<file path="src/rtl/rosc_loop_ctrl_if.sv">
// Word delivery channel from the entropy loop sequencer to its consumer.
// The producer holds data/data_valid until the consumer raises data_ack.
interface rosc_loop_ctrl_if #(
  parameter int WORD_WIDTH = 32
);
  logic [WORD_WIDTH-1:0] data;
  logic                  data_valid;
  logic                  data_ack;

  modport master (
    output data,
    output data_valid,
    input  data_ack
  );

  modport slave (
    input  data,
    input  data_valid,
    output data_ack
  );
endinterface

</file>
<file path="src/rtl/rosc_loop_ctrl.sv">
// Sequencer for a bank of ring-oscillator entropy loops. Seeds the loops,
// lets them free-run, samples their XOR through a 2-flop synchroniser,
// packs raw bits MSB-first into words and flags a stuck source.
module rosc_loop_ctrl #(
  parameter int NUM_LOOPS   = 8,
  parameter int SEED_CYCLES = 4,
  parameter int RUN_CYCLES  = 64,
  parameter int WORD_WIDTH  = 32,
  parameter int STUCK_LIMIT = 16
) (
  input  logic                 i_clk,
  input  logic                 i_reset,
  input  logic                 i_enable,
  output logic                 o_loop_ctrl,
  output logic                 o_loop_seed,
  input  logic [NUM_LOOPS-1:0] i_loop_d,
  output logic                 o_error,
  rosc_loop_ctrl_if.master     io_bus
);

  // One shared phase counter serves both SEED and RUN.
  localparam int CYC_MAX = (SEED_CYCLES > RUN_CYCLES) ? SEED_CYCLES : RUN_CYCLES;
  localparam int CYC_W   = (CYC_MAX > 1) ? $clog2(CYC_MAX) : 1;
  localparam int BIT_W   = $clog2(WORD_WIDTH);
  localparam int STK_W   = $clog2(STUCK_LIMIT + 1);

  localparam logic [CYC_W-1:0] SEED_LAST = CYC_W'(SEED_CYCLES - 1);
  localparam logic [CYC_W-1:0] RUN_LAST  = CYC_W'(RUN_CYCLES - 1);
  localparam logic [BIT_W-1:0] BIT_LAST  = BIT_W'(WORD_WIDTH - 1);
  localparam logic [STK_W-1:0] STK_LIM   = STK_W'(STUCK_LIMIT);

  typedef enum logic [2:0] {
    ST_IDLE   = 3'd0,
    ST_SEED   = 3'd1,
    ST_RUN    = 3'd2,
    ST_SAMPLE = 3'd3,
    ST_OUTPUT = 3'd4
  } state_t;

  state_t                r_state;
  logic [CYC_W-1:0]      r_cyc;
  logic [BIT_W-1:0]      r_bit_cnt;
  logic [WORD_WIDTH-1:0] r_word;
  logic [STK_W-1:0]      r_stk_cnt;
  logic                  r_prev;
  logic [NUM_LOOPS-1:0]  r_sync1;
  logic [NUM_LOOPS-1:0]  r_sync2;
  logic                  r_loop_ctrl;
  logic                  r_loop_seed;
  logic [WORD_WIDTH-1:0] r_data;
  logic                  r_data_valid;
  logic                  r_error;

  state_t                w_next_state;
  logic [CYC_W-1:0]      w_cyc_nxt;
  logic [BIT_W-1:0]      w_bit_cnt_nxt;
  logic [WORD_WIDTH-1:0] w_word_nxt;
  logic [WORD_WIDTH-1:0] w_word_shift;
  logic [STK_W-1:0]      w_stk_nxt;
  logic [STK_W-1:0]      w_stk_inc;
  logic                  w_prev_nxt;
  logic                  w_ctrl_nxt;
  logic                  w_seed_nxt;
  logic [WORD_WIDTH-1:0] w_data_nxt;
  logic                  w_valid_nxt;
  logic                  w_error_nxt;
  logic                  w_raw;

  // Two-flop synchroniser for the asynchronous loop outputs.
  always_ff @(posedge i_clk) begin
    if (i_reset) begin
      r_sync1 <= '0;
      r_sync2 <= '0;
    end else begin
      r_sync1 <= i_loop_d;
      r_sync2 <= r_sync1;
    end
  end

  // Next-state, datapath and registered-output values for the sequencer.
  always_comb begin
    w_next_state  = r_state;
    w_cyc_nxt     = r_cyc;
    w_bit_cnt_nxt = r_bit_cnt;
    w_word_nxt    = r_word;
    w_stk_nxt     = r_stk_cnt;
    w_prev_nxt    = r_prev;
    w_seed_nxt    = r_loop_seed;
    w_data_nxt    = r_data;
    w_valid_nxt   = r_data_valid;
    w_error_nxt   = r_error;
    w_raw         = ^r_sync2;
    w_word_shift  = {r_word[WORD_WIDTH-2:0], w_raw};
    if (r_stk_cnt == STK_LIM) begin
      w_stk_inc = r_stk_cnt;
    end else begin
      w_stk_inc = r_stk_cnt + STK_W'(1);
    end

    case (r_state)
      ST_IDLE: begin
        // A zero stuck count marks the next sample as the first after idle.
        w_bit_cnt_nxt = '0;
        w_stk_nxt     = '0;
        if (i_enable) begin
          w_next_state = ST_SEED;
          w_seed_nxt   = ~r_loop_seed;
          w_cyc_nxt    = '0;
        end else begin
          w_next_state = ST_IDLE;
        end
      end
      ST_SEED: begin
        if (!i_enable) begin
          w_next_state = ST_IDLE;
        end else if (r_cyc == SEED_LAST) begin
          w_next_state = ST_RUN;
          w_cyc_nxt    = '0;
        end else begin
          w_cyc_nxt = r_cyc + CYC_W'(1);
        end
      end
      ST_RUN: begin
        if (!i_enable) begin
          w_next_state = ST_IDLE;
        end else if (r_cyc == RUN_LAST) begin
          w_next_state = ST_SAMPLE;
          w_cyc_nxt    = '0;
        end else begin
          w_cyc_nxt = r_cyc + CYC_W'(1);
        end
      end
      ST_SAMPLE: begin
        if (!i_enable) begin
          w_next_state = ST_IDLE;
        end else begin
          w_word_nxt = w_word_shift;
          if ((r_stk_cnt == '0) || (w_raw != r_prev)) begin
            w_stk_nxt = STK_W'(1);
          end else begin
            w_stk_nxt = w_stk_inc;
          end
          w_prev_nxt  = w_raw;
          w_error_nxt = r_error | (w_stk_nxt == STK_LIM);
          if (r_bit_cnt == BIT_LAST) begin
            w_next_state  = ST_OUTPUT;
            w_data_nxt    = w_word_shift;
            w_valid_nxt   = 1'b1;
            w_bit_cnt_nxt = '0;
          end else begin
            w_next_state  = ST_RUN;
            w_bit_cnt_nxt = r_bit_cnt + BIT_W'(1);
            w_cyc_nxt     = '0;
          end
        end
      end
      ST_OUTPUT: begin
        // The word is held regardless of enable until the consumer takes it.
        if (r_data_valid && io_bus.data_ack) begin
          w_valid_nxt = 1'b0;
          if (i_enable) begin
            w_next_state = ST_SEED;
            w_seed_nxt   = ~r_loop_seed;
            w_cyc_nxt    = '0;
          end else begin
            w_next_state = ST_IDLE;
          end
        end else begin
          w_next_state = ST_OUTPUT;
        end
      end
      default: begin
        w_next_state = ST_IDLE;
        w_valid_nxt  = 1'b0;
      end
    endcase

    // Loops are held whenever the sequencer is not letting them oscillate.
    w_ctrl_nxt = (w_next_state == ST_IDLE) || (w_next_state == ST_SEED) ||
                 (w_next_state == ST_OUTPUT);
  end

  // State register and all registered outputs.
  always_ff @(posedge i_clk) begin
    if (i_reset) begin
      r_state      <= ST_IDLE;
      r_cyc        <= '0;
      r_bit_cnt    <= '0;
      r_word       <= '0;
      r_stk_cnt    <= '0;
      r_prev       <= 1'b0;
      r_loop_ctrl  <= 1'b1;
      r_loop_seed  <= 1'b0;
      r_data       <= '0;
      r_data_valid <= 1'b0;
      r_error      <= 1'b0;
    end else begin
      r_state      <= w_next_state;
      r_cyc        <= w_cyc_nxt;
      r_bit_cnt    <= w_bit_cnt_nxt;
      r_word       <= w_word_nxt;
      r_stk_cnt    <= w_stk_nxt;
      r_prev       <= w_prev_nxt;
      r_loop_ctrl  <= w_ctrl_nxt;
      r_loop_seed  <= w_seed_nxt;
      r_data       <= w_data_nxt;
      r_data_valid <= w_valid_nxt;
      r_error      <= w_error_nxt;
    end
  end

  assign o_loop_ctrl       = r_loop_ctrl;
  assign o_loop_seed       = r_loop_seed;
  assign o_error           = r_error;
  assign io_bus.data       = r_data;
  assign io_bus.data_valid = r_data_valid;

endmodule

</file>
<file path="src/flat_wrapper.sv">
// flat-port wrapper written by rule: the top's interface ports become plain ports
module rosc_loop_ctrl_flat 
#(
  parameter int NUM_LOOPS   = 8,
  parameter int SEED_CYCLES = 4,
  parameter int RUN_CYCLES  = 64,
  parameter int WORD_WIDTH  = 32,
  parameter int STUCK_LIMIT = 16
)
  (i_clk, i_reset, i_enable, o_loop_ctrl, o_loop_seed, i_loop_d, o_error, io_bus_data, io_bus_data_valid, io_bus_data_ack);
  rosc_loop_ctrl_if #(.WORD_WIDTH(WORD_WIDTH)) io_bus_i ();
  input  logic i_clk;
  input  logic i_reset;
  input  logic i_enable;
  output logic o_loop_ctrl;
  output logic o_loop_seed;
  input  logic [NUM_LOOPS-1:0] i_loop_d;
  output logic o_error;
  output wire logic [$bits(io_bus_i.data)-1:0] io_bus_data;
  output wire logic [$bits(io_bus_i.data_valid)-1:0] io_bus_data_valid;
  input wire logic [$bits(io_bus_i.data_ack)-1:0] io_bus_data_ack;
  assign io_bus_data = io_bus_i.data;
  assign io_bus_data_valid = io_bus_i.data_valid;
  assign io_bus_i.data_ack = io_bus_data_ack;
  rosc_loop_ctrl #(.NUM_LOOPS(NUM_LOOPS), .SEED_CYCLES(SEED_CYCLES), .RUN_CYCLES(RUN_CYCLES), .WORD_WIDTH(WORD_WIDTH), .STUCK_LIMIT(STUCK_LIMIT)) u_core (.i_clk(i_clk), .i_reset(i_reset), .i_enable(i_enable), .o_loop_ctrl(o_loop_ctrl), .o_loop_seed(o_loop_seed), .i_loop_d(i_loop_d), .o_error(o_error), .io_bus(io_bus_i));
endmodule
</file>
<file path="config.mk">
export PLATFORM = sky130hd
export DESIGN_NAME = rosc_loop_ctrl_flat
export DESIGN_NICKNAME = d
export VERILOG_FILES = /design/src/rtl/rosc_loop_ctrl_if.sv /design/src/rtl/rosc_loop_ctrl.sv /design/src/flat_wrapper.sv
export SDC_FILE = /design/constraint.sdc
export NUM_CORES = 1
export LEC_CHECK = 0
export BUFFER_PORTS_ARGS = -buffer_cell sky130_fd_sc_hd__buf_4
export CORE_ASPECT_RATIO = 1.1
export CORE_MARGIN = 2
export CORE_UTILIZATION = 30
export CTS_CLUSTER_DIAMETER = 120
export CTS_CLUSTER_SIZE = 16
export DETAILED_ROUTE_END_ITERATION = 7
export MAX_ROUTING_LAYER = met4
export SKIP_LAST_GASP = 1
export SYNTH_ARGS = -nofsm -noshare
export SYNTH_HDL_FRONTEND = slang
export SYNTH_SLANG_ARGS = --single-unit
</file>
<file path="constraint.sdc">
create_clock -name i_clk -period 5.49 [get_ports i_clk]
set_input_delay 0.549 -clock i_clk [delete_from_list [all_inputs] [get_ports i_clk]]
set_output_delay 0.549 -clock i_clk [all_outputs]
set_load 0.03 [all_outputs]
</file>
---- Word level (Yosys, flattened, before mapping) ----
Index checks and enable logic that the tools add are counted.
word-level totals
  memories ................................ 0
  logic and storage cells ................. 89
  output and inout port bits .............. 36
  bits in registers ....................... 103
  bits in read-only memories .............. 0
  bits in latches ......................... 0
  memory bits (writable) .................. 0
  bits of input ports ..................... 12
operators by class
  divide/modulo/power cells ............... 0
  bitwise logic cells ..................... 3
  shift operators ......................... 0
  reductions and logical operators ........ 18
  $lt $le $gt $ge ......................... 0
  multiplexer cells ....................... 34
  add/subtract/negate cells ............... 3
  multiply operators ...................... 0
  equality and inequality tests ........... 18
operator list
  kind                                                              count
  6-bit two-way mux                                                 8
  5-bit two-way mux                                                 7
  6-bit case mux with 5 select lines                                1
  3-bit two-way mux                                                 7
  5-bit case mux with 2 select lines                                2
  5-bit == test (second input constant)                             3
  3-bit case mux with 5 select lines                                1
  5-bit by 1-bit adder with 5-bit output (second input constant)    2
  2-bit != test (second input constant)                             4
  8-bit XOR reduction                                               1
  6-bit by 1-bit adder with 6-bit output (second input constant)    1
  3-bit by 1-bit == test with 1-bit output (second input constant)  2
  3-bit by 2-bit == test with 1-bit output (second input constant)  2
  3-bit == test (second input constant)                             2
  6-bit by 2-bit == test with 1-bit output (second input constant)  1
  6-bit == test (second input constant)                             1
  3-bit zero test                                                   2
  1-bit two-way mux                                                 6
  2-bit AND reduction                                               3
  6-bit AND reduction                                               1
  5-bit zero test                                                   1
  5-bit nonzero test                                                1
  2-bit by 1-bit != test with 1-bit output (second input constant)  2
  4-bit AND reduction                                               1
  other kinds (10)                                                  14

---- Logic depth before layout (Yosys ltp) ----
  depth in word-level cells ............... 8
  gate-level depth with buffers ........... 8
  mapped depth without buffers ............ 8

---- Least setup slack after synthesis ----
Ideal clock, no wire load.
  path kind ............................... reg-to-reg
  from .................................... reg u_core.r_bit_cnt[0]
  to ...................................... reg u_core.r_cyc[4]
  library setup time ...................... 0.067 ns
  path buffers ............................ 0
  slack ................................... 3.419 ns
  data arrival time ....................... 2.004 ns
  period minus slack after synthesis ...... 2.071 ns
  required time ........................... 5.423 ns
  cell stages (with the launch flop) ...... 9
  path through ............................ dfxtp_1 ha_1 and3_1 ha_1 nand3_1 o2111ai_4 or3_1 a221o_1 a21oi_2
between the ends
  longest elaborated chain between the ends .. 3
RTL lines
  what                           line                   text
  start: declaration             rosc_loop_ctrl.sv:42   logic [BIT_W-1:0] r_bit_cnt;
  start signal: assignment       rosc_loop_ctrl.sv:200  r_bit_cnt <= w_bit_cnt_nxt;
  5-bit == test                  rosc_loop_ctrl.sv:145  if (r_bit_cnt == BIT_LAST) begin
  2-bit != test (no line)        n/a
  6-bit AND reduction (no line)  n/a
  end signal: assignment         rosc_loop_ctrl.sv:199  r_cyc <= w_cyc_nxt;
  end: declaration               rosc_loop_ctrl.sv:41   logic [CYC_W-1:0] r_cyc;
No other way between the ends.
A chain may end at the register's enable or synchronous reset.

---- Final worst setup path ----
  from .................................... reg u_core.r_state[1]
  to ...................................... reg u_core.r_data[0], in the netlist u_core.io_bus.data[0]
between the ends
  longest elaborated chain between the ends .. 2
RTL lines
  what                                      line                   text
  start: declaration                        rosc_loop_ctrl.sv:40   state_t r_state;
  start signal: assignment                  rosc_loop_ctrl.sv:198  r_state <= w_next_state;
  3-bit by 2-bit == test with 1-bit output  rosc_loop_ctrl.sv:100  case (r_state)
  3-bit AND reduction (no line)             n/a
  end signal: assignment                    rosc_loop_ctrl.sv:206  r_data <= w_data_nxt;
  end: declaration                          rosc_loop_ctrl.sv:50   logic [WORD_WIDTH-1:0] r_data;
No other way between the ends.

==> flow_metrics.env <==
export IMPL_ant_nets=0
export IMPL_synth_fa_ha_area_share_pct=1.570
export IMPL_critical_path_peak_fanout=40
export IMPL_cp_slowest_stage_delay_ns=0.88
export IMPL_holdBufCountCts=0
export IMPL_start_util_pct=30.41
export IMPL_worst_pin_slew_ns=1.071
export IMPL_h_tree_depth=3
export IMPL_crit_path_start="u_core.r_state[1]$_SDFF_PP0_"
export IMPL_synth_top_family_by_area="simple AND/OR/NAND/NOR gates"
export IMPL_crit_path_end_kind="register"
export IMPL_nets=530
export IMPL_portBuffers=47
export IMPL_synthSimpleGateAreaFrac_pct=24.08
export IMPL_period_minus_slack_ns=2.542
export IMPL_synth_top_area_share_pct=51.24
export IMPL_drt_total_wl_um=7858
export IMPL_ys_types=47
export IMPL_ys_ff_latch=102
export IMPL_grt_antenna_before_repair=0
export IMPL_finalCritPeriodShare_pct=46.31
export IMPL_hold_path_class="input port to register"
export IMPL_row_count=44
export IMPL_grt_max_degree=104
export IMPL_fin_ws_ns=2.948
export IMPL_post_cts_resized=0
export IMPL_cts_inserted_buffers=9
export IMPL_rsz0062_at_grt="no"
export IMPL_crit_slowest_cell="and2_1"
export IMPL_syn_to_final_growth_pct=18.49
export IMPL_slew_headroom_pct=28.45
export IMPL_clockBufferDepth=2
export IMPL_clock_skew_ns=0.007232
export IMPL_r2r_start="u_core.r_state[1]$_SDFF_PP0_"
export IMPL_path_class="register to register"
export IMPL_postSynthCellCount=486
export IMPL_synth_compound_area_share_pct=16.26
export IMPL_synth_avg_cell_area_um2=8.200
export IMPL_vdd_drop_max_mv=0.1836
export IMPL_clk_pin_slew_worst_paths_ns=0.07
export IMPL_cp_cell_sequence="nand2_1, nor2_2, buf_4, and2_1, nor2_1, a211oi_1"
export IMPL_wl_per_cell_um=11.57
export IMPL_coreArea_um2=13100
export IMPL_p_leak_nw=1.665
export IMPL_netlist_area_um2=3985
export IMPL_drv_cap=0
export IMPL_hold_viol=0
export IMPL_grt_pass1_vias=3006
export IMPL_die_height_um=124.9
export IMPL_critPathArrivalTime_ns=2.78
export IMPL_slew_viol_final=0
export IMPL_setup_viol=0
export IMPL_synth_area_leader_cell="dfxtp_1"
export IMPL_fmax_mhz=393.4
export IMPL_die_w_um=113.9
export IMPL_start_kind="register"
export IMPL_die_area_um2=14220
export IMPL_drt_iter0_drc=228
export IMPL_layout_drive_gt1_share_pct=13.32
export IMPL_ys_seq_area_share_pct=51.24
export IMPL_syn_nets=503
export IMPL_cp_required_ns=5.73
export IMPL_globalRouteTotalUtil_pct=11.90
export IMPL_p_per_area_nw_per_um2=307.4
export IMPL_cts_root_buf="clkbuf_16"
export IMPL_hold_start="i_loop_d[0]"
export IMPL_post_place_ws_ns=2.774
export IMPL_synth_area_top_cells="dfxtp_1 (51%), nand2_1 (13%), a21oi_1 (9.4%)"
export IMPL_antenna_cells=0
export IMPL_dp_hpwl_um=5032
export IMPL_fin_setup_tns_ns=0
export IMPL_firstDrtPassIters=4
export IMPL_synth_xor_area_share_pct=2.794
export IMPL_overflow=0
export IMPL_vias=3233
export IMPL_postCtsSetupRepairBufs=0
export IMPL_drc=0
export IMPL_status="complete, no violations"
export IMPL_cts_sinks=102
export IMPL_ioPinCount=48
export IMPL_via_per_inst=4.761
export IMPL_synth_warnings=0
export IMPL_grt_pass1_wl_um=13430
export IMPL_cts_tree="done"
export IMPL_worstSkewPairLatency_ns=0.34
export IMPL_place_gp_congestion=0.7882
export IMPL_muxShareOfSynthArea_pct=0
-- worst max-delay path: cells and delay by family, from the launching register on --
family / cells / cell delay, ns
AND/OR/NAND/NOR: 4 / 1.24
flip-flops: 1 / 0.57
AO/OA/AOI/OAI: 1 / 0.25
buffers and inverters: 1 / 0.36
-- cell families after synthesis --
kind of cell	Yosys count
xor gates and xnor gates	11
buffers and inverters	38
AOI/OAI and AO/OA	111
DFF	102
adders and majority gates	5
and+or+nand+nor	219
-- synth_stat cells, drive strengths merged --
library cell	count
a211oi	3
a21bo	1
a21boi	1
a21o	2
a21oi	76
a221o	1
a221oi	1
a22oi	1
a2bb2oi	1
a31oi	4
a32oi	2
and2	2
and3	1
and3b	1
buf	10
clkbuf	22
dfxtp	102
ha	5
inv	6
nand2	142
nand2b	6
nand3	13
nand3b	2
nand4	2
nand4b	1
nor2	16
nor2b	19
nor3	6
nor3b	1
nor4	1
o2111ai	1
o211ai	1
o21ai	10
o21bai	1
o22a	1
o22ai	1
o31ai	1
o41ai	2
or2	2
or3	4
xnor2	8
xnor3	1
xor2	2
-- per-layer routing --
metal | routed length [um] | up-vias | global-route usage [%]
li1 | - | 1668 | -
met1 | 3730 | 1490 | 14.00
met2 | 3716 | 65 | 18.92
met3 | 309 | 10 | 3.212
met4 | 102 | 0 | 5.452
met5 | 0 | - | -
-- stage by stage --
stage               hold slack [ns]  cell area (um2)  instances  total power [mW]  utilization (%)
floorplan                    0.4138             3985        486            0.8056                -
global placement             0.4215             4410        663            0.8190            33.66
detailed placement           0.4204             4410        663            0.8198            33.66
CTS                          0.4056             4722        679             1.476            36.04
global route                 0.4066             4722        679             1.509            36.04
finish                       0.4209             4722        679             1.452            36.04
-- path summary, 6_finish.rpt --
path                                             end  slack (ns)  cells past startpoint
hold / removal          u_core.r_sync1[0]$_SDFF_PP0_        0.42                      2
hold reg to reg         u_core.r_sync2[1]$_SDFF_PP0_        0.44                      1
setup / recovery  u_core.io_bus.data[0]$_SDFFE_PP0P_        2.95                      6
setup reg to reg  u_core.io_bus.data[0]$_SDFFE_PP0P_        2.95                      6
-- final cells by class --
| type | count | area (um2) |
|---|---|---|
| clock buffers | 12 | 256.5 |
| clock inverters | 4 | 55.05 |
| fillers | 1348 | 8381 |
| inverters | 6 | 22.52 |
| multi-input cells | 346 | 1784 |
| flip-flops and latches | 102 | 2042 |
| well taps | 161 | 201.4 |
| repair buffers | 48 | 360.3 |
-- where the power goes --
| part | internal [mW] | switching (mW) | leakage [nW] | total, mW |
|---|---|---|---|---|
| clock network | 0.380 | 0.269 | 0.149 | 0.649 |
| registers | 0.747 | 0.00354 | 0.825 | 0.750 |
| logic | 0.0206 | 0.0317 | 0.691 | 0.0524 |
| total | 1.15 | 0.304 | 1.67 | 1.45 |
-- flip-flops by register name, indices dropped and copies added, names as in the netlist --
name and cells:
u_core.io_bus.data 32, u_core.r_word 31, u_core.r_sync1 8, u_core.r_sync2 8
u_core.r_cyc 6, u_core.r_bit_cnt 5, u_core.r_stk_cnt 5, u_core.r_state 3
u_core.io_bus.data_valid 1, u_core.o_error 1, u_core.o_loop_ctrl 1, u_core.o_loop_seed 1
-- layout by cell type, fill, tap and decap left out, types with 2 or more instances in the layout --
master	instances
nand2b_1	6
nand4_1	2
ha_1	5
a32oi_1	2
nand2_1	142
nand3_1	13
nor2b_1	19
a21oi_1	75
nor3_1	6
o21ai_1	4
inv_1	6
clkinv_4	2
xnor2_1	8
xor2_1	2
clkbuf_16	9
o21ai_0	6
nand3b_1	2
clkbuf_8	2
a21o_1	2
or3_1	4
a211oi_1	3
nor2_1	15
o41ai_1	2
and2_1	2
dfxtp_1	102
buf_4	48
a31oi_1	4
Note: power is estimated with default switching activity, not from simulation.
